File: src/rtl/uart_tx.sv
`default_nettype none
// ============================================================================
// Module   : uart_tx
// Brief    : UART transmitter; valid/ready byte in, start/data(LSB first)/
//            optional parity/stop bits out on a registered, idle-high line.
// Revision : 1.0 - initial release
// ============================================================================
module uart_tx #(
  parameter int P_UART_BUADRATE    = 115200,
  parameter int P_SYSTEM_CLK       = 100000000,
  parameter int P_CLK_DIV          = P_SYSTEM_CLK / P_UART_BUADRATE,
  parameter int P_UART_START_WIDTH = 1,
  parameter int P_UART_DATA_WIDTH  = 8,
  parameter int P_UART_STOP_WIDTH  = 1,
  parameter int P_UART_CHECK_WIDTH = 1,
  parameter int P_UART_CHECK       = 1
) (
  input  logic                         i_clk,
  input  logic                         i_rst_n,
  input  logic [P_UART_DATA_WIDTH-1:0] i_user_tx_data,
  input  logic                         i_user_tx_valid,
  output logic                         o_user_tx_ready,
  output logic                         o_uart_tx,
  output logic                         o_tx_busy
);

  localparam int c_BAUD_W   = (P_CLK_DIV > 1) ? $clog2(P_CLK_DIV) : 1;
  localparam int c_MAX_SE   = (P_UART_START_WIDTH > P_UART_STOP_WIDTH) ? P_UART_START_WIDTH : P_UART_STOP_WIDTH;
  localparam int c_MAX_DC   = (P_UART_DATA_WIDTH > P_UART_CHECK_WIDTH) ? P_UART_DATA_WIDTH : P_UART_CHECK_WIDTH;
  localparam int c_MAX_BITS = (c_MAX_SE > c_MAX_DC) ? c_MAX_SE : c_MAX_DC;
  localparam int c_BIT_W    = (c_MAX_BITS > 1) ? $clog2(c_MAX_BITS) : 1;
  localparam logic [c_BAUD_W-1:0] c_BAUD_LAST = c_BAUD_W'(P_CLK_DIV - 1);

  typedef enum logic [2:0] {
    S_IDLE  = 3'd0,
    S_START = 3'd1,
    S_DATA  = 3'd2,
    S_CHECK = 3'd3,
    S_STOP  = 3'd4
  } state_t;

  state_t                       r_state, w_state_next;
  logic [c_BAUD_W-1:0]          r_baud_cnt, w_baud_cnt_next;
  logic [c_BIT_W-1:0]           r_bit_cnt, w_bit_cnt_next, w_last_cnt;
  logic [P_UART_DATA_WIDTH-1:0] r_shift, w_shift_next;
  logic                         r_parity, w_parity_next;
  logic                         r_tx, w_tx_next;
  logic                         r_ready, r_busy;
  logic                         w_accept, w_baud_end, w_last_bit;

  assign w_accept   = i_user_tx_valid && r_ready;
  assign w_baud_end = (r_baud_cnt == c_BAUD_LAST);
  assign w_last_bit = w_baud_end && (r_bit_cnt == w_last_cnt);

  // Number of bit periods (minus one) the current state occupies.
  always_comb begin
    w_last_cnt = '0;
    case (r_state)
      S_START: w_last_cnt = c_BIT_W'(P_UART_START_WIDTH - 1);
      S_DATA:  w_last_cnt = c_BIT_W'(P_UART_DATA_WIDTH - 1);
      S_CHECK: w_last_cnt = c_BIT_W'(P_UART_CHECK_WIDTH - 1);
      S_STOP:  w_last_cnt = c_BIT_W'(P_UART_STOP_WIDTH - 1);
      default: w_last_cnt = '0;
    endcase
  end

  always_comb begin
    w_state_next    = r_state;
    w_baud_cnt_next = r_baud_cnt;
    w_bit_cnt_next  = r_bit_cnt;
    w_shift_next    = r_shift;
    w_parity_next   = r_parity;
    if (r_state == S_IDLE) begin
      w_baud_cnt_next = '0;
      w_bit_cnt_next  = '0;
      if (w_accept) begin
        w_state_next  = S_START;
        w_shift_next  = i_user_tx_data;
        w_parity_next = (P_UART_CHECK == 2) ? ~(^i_user_tx_data) : ^i_user_tx_data;
      end
    end else begin
      w_baud_cnt_next = w_baud_end ? '0 : r_baud_cnt + 1'b1;
      if (w_baud_end) begin
        w_bit_cnt_next = w_last_bit ? '0 : r_bit_cnt + 1'b1;
        if (r_state == S_DATA) w_shift_next = r_shift >> 1;
        if (w_last_bit) begin
          case (r_state)
            S_START: w_state_next = S_DATA;
            S_DATA:  w_state_next = (P_UART_CHECK != 0) ? S_CHECK : S_STOP;
            S_CHECK: w_state_next = S_STOP;
            S_STOP:  w_state_next = S_IDLE;
            default: w_state_next = S_IDLE;
          endcase
        end
      end
    end
  end

  // Line level is derived from the next state so the register shows it one clock after the edge.
  always_comb begin
    w_tx_next = 1'b1;
    case (w_state_next)
      S_START: w_tx_next = 1'b0;
      S_DATA:  w_tx_next = w_shift_next[0];
      S_CHECK: w_tx_next = w_parity_next;
      default: w_tx_next = 1'b1;
    endcase
  end

  always_ff @(posedge i_clk or negedge i_rst_n) begin
    if (!i_rst_n) begin
      r_state    <= S_IDLE;
      r_baud_cnt <= '0;
      r_bit_cnt  <= '0;
      r_shift    <= '0;
      r_parity   <= 1'b0;
      r_tx       <= 1'b1;
      r_ready    <= 1'b0;
      r_busy     <= 1'b0;
    end else begin
      r_state    <= w_state_next;
      r_baud_cnt <= w_baud_cnt_next;
      r_bit_cnt  <= w_bit_cnt_next;
      r_shift    <= w_shift_next;
      r_parity   <= w_parity_next;
      r_tx       <= w_tx_next;
      r_ready    <= (w_state_next == S_IDLE);
      r_busy     <= (w_state_next != S_IDLE);
    end
  end

  assign o_uart_tx       = r_tx;
  assign o_user_tx_ready = r_ready;
  assign o_tx_busy       = r_busy;

endmodule
`default_nettype wire
File: config.mk
export PLATFORM = sky130hd
export DESIGN_NAME = uart_tx
export DESIGN_NICKNAME = d
export VERILOG_FILES = /design/src/rtl/uart_tx.sv
export SDC_FILE = /design/constraint.sdc
export NUM_CORES = 1
export LEC_CHECK = 0
export CORE_AREA = 2 2 52 54
export DETAILED_ROUTE_END_ITERATION = 12
export DIE_AREA = 0 0 54 56
export DONT_BUFFER_PORTS = 1
export GPL_TIMING_DRIVEN = 0
export PLACE_DENSITY = 0.73
export SYNTH_ARGS = -nofsm -noshare
export SYNTH_HDL_FRONTEND = slang
export SYNTH_SLANG_ARGS = --single-unit
File: constraint.sdc
create_clock -name i_clk -period 6.3 [get_ports i_clk]
set_input_delay 0.945 -clock i_clk [delete_from_list [all_inputs] [get_ports i_clk]]
set_output_delay 0.945 -clock i_clk [all_outputs]
set_load 0.01 [all_outputs]
==> flow_summary.yaml <==
run_status:
  outcome: "finished clean"
cts:
  clockBufferDepth: 2
  cts-resized-gates: 0
  ctsHoldBuffers: 0
  cts_tree: "done"
  clock_sinks: 28
  post-cts-setup-buffers: 0
  root_buffer: "clkbuf_4"
  cts-buffers-inserted: 3
  clkTransAtPathRegs_ns: 0.14
  insertion_delay_ns: 0.31
  htree_levels: 1
placed_design:
  io_buffer_count: 0
  dp_cells: 166
  dpl.hpwl_um: 1768
  place_ws_ns: 3.900
  routabilityCongestion: 0.7757
synth:
  synth_flop_cell: "dfrtp_1"
  synthArstFlopShare_pct: 100.0
  syn_avg_cell_area_sq_um: 10.33
  seq_area_frac_synth_pct: 49.96
  syn-cell-area_sq_um: 1405
  ys_ff_latch: 28
  yosys_warnings: 0
  synthCells: 136
  ys_types: 40
  syn_nets: 149
  synth-edff-count: 0
finish:
  num-fill-cells: 201
  nets: 154
  drive_above_1_share_pct: 8.571
  n_antenna_cell: 0
  synthToLayoutAreaGrowth_pct: 4.541
  final_cells: 170
floorplanning:
  die_w_um: 54
  dieArea_sq_um: 3024
  initial_core_util_pct: 57.77
  rows: 18
  die_h_um: 56
  coreArea_sq_um: 2432
  io_pins: 14
worst_setup_path:
  start_kind: "register"
  worstRegToRegCells: 8
  path_max_fanout: 10
  r2r_end: "o_uart_tx"
  r2r_setup_slack_ns: 3.86
  cp.arrival_ns: 2.70
  crit_path_end_kind: "register"
  crit_required_ns: 6.56
  timing.rr.start: "r_baud_cnt[0]"
  critPathKind: "register to register"
power:
  leakagePower_nw: 0.6971
  power.total_mw: 0.4153
  vdd_drop_max_v: 0.0001909
  p_per_area_nw_per_um2: 282.7
timing:
  rsz0062_at_grt: "no"
  final.setup.tns_ns: 0
  holdWs_ns: 0.2963
  min_period_ns: 2.442
  hold_viol: 0
  finalClockSkew_ns: 0.008357
  relSlewSlack_pct: 30.05
  tightest_slew_ns: 1.040
  maxSlewViolCount: 0
  max_freq_mhz: 409.5
  finalCritPeriodShare_pct: 38.76
  finalSetupViolCount: 0
  final.setup.worst_slack_ns: 3.858
route:
  antenna_left: 0
  vias: 990
  vias_per_cell: 5.824
  drcViolationCount: 0
  drt_first_iter_violations: 58
  routedWlPerCell_um: 14.09
  dr.pass1.iters: 4
  routed_wl_um: 2396
global_routing:
  first_global_vias: 1007
  overflow: 0
  antenna_found_initial: 0
  grt_max_degree: 29
  grt_pass1_wl_um: 4243
  grt_use_total_pct: 18.32
job:
  cap_violations: 0
worst_hold_path:
  hold_class: "primary input to async pin"
-- stage by stage --
| stage | util (%) | cell area, sq um |
|---|---|---|
| after floorplan | - | 1405 |
| after global placement | 59.31 | 1443 |
| after detailed placement | 59.31 | 1443 |
| after CTS | 60.39 | 1469 |
| after global routing | 60.39 | 1469 |
| final | 60.39 | 1469 |
-- cell type report --
class	instances	area [sq um]	share of cell area, %
Sequential cell	28	701.9	47.79
Multi-Input combinational cell	93	638.1	43.44
Inverter	12	45.04	3.066
Tap cell	30	37.54	2.555
Clock buffer	4	26.28	1.789
Buffer	3	20.02	1.363
-- worst max-delay path: stages, from the launching register on --
cell      delay (ns)
dfrtp_1         0.41
ha_1            0.21
or3b_1          0.37
or3_1           0.33
buf_6           0.15
nand2b_4        0.15
mux2_4          0.33
or3b_1          0.35
nand3_1         0.09
-- worst max-delay path by stage --
stage                  start         to  depth (start not counted)
2_1_floorplan  r_baud_cnt[0]  o_uart_tx                          8
3_3_place_gp   r_baud_cnt[0]  o_uart_tx                          8
5_1_grt        r_baud_cnt[0]  o_uart_tx                          8
3_5_place_dp   r_baud_cnt[0]  o_uart_tx                          8
6_report       r_baud_cnt[0]  o_uart_tx                          8
4_1_cts        r_baud_cnt[0]  o_uart_tx                          8
-- registers in the layout, summed over array words and instances, names as in the netlist --
register	count
o_uart_tx	1
r_bit_cnt	3
r_parity	1
r_baud_cnt	10
r_state	3
o_user_tx_ready	1
o_tx_busy	1
r_shift	8
-- layer usage --
metal	GRT usage [%]	up-vias	wire (um)	part of all wire [%]
li1	-	484	-	-
met1	25.39	489	1107	46
met2	29.09	15	1178	49
met3	2.957	2	94	3.9
met4	5.357	0	16	0.67
met5	0	-	0	0
-- layout by cell type, fill, tap and decap left out, types with 4 or more instances in the layout --
cell / netlist / routed
a21oi_1: 4 / 4
a222oi_1: 6 / 6
dfrtp_1: 27 / 27
inv_1: 12 / 12
nand2_1: 7 / 7
nand3_1: 9 / 9
nor2_1: 16 / 16
o21ai_0: 5 / 5
xnor2_1: 10 / 10
xor2_1: 4 / 4
-- cells in the mapped netlist (2+ instances only) --
master    instances  area share [%]
dfrtp_1          27              48
nor2_1           16             4.3
inv_1            12             3.2
xnor2_1          10             6.2
nand3_1           9             3.2
nand2_1           7             1.9
a222oi_1          6             4.3
o21ai_0           5             1.8
a21oi_1           4             1.4
xor2_1            4             2.5
and3_1            3             1.3
or3_1             3             1.3
ha_1              2             1.8
or3b_1            2             1.2
-- power by group --
group | total (mW) | leakage, nW | internal [mW] | switching (mW)
clock | 0.0729 | 0.0150 | 0.0247 | 0.0482
combinational | 0.0879 | 0.319 | 0.0430 | 0.0449
sequential | 0.255 | 0.364 | 0.220 | 0.0345
total | 0.415 | 0.697 | 0.288 | 0.128
-- kinds of logic after synthesis --
logic type | count (synthesis) | synth area share [%]
buffers and inverters | 15 | 4.630
AO/OA/AOI/OAI | 22 | 11.13
multiplexers | 3 | 2.760
flip-flops | 28 | 49.96
XOR/XNOR | 14 | 8.726
adder cells (fa/ha/maj) | 2 | 1.781
AND/OR/NAND/NOR | 52 | 21.02
No activity file was read; power rests on OpenSTA's default activity.
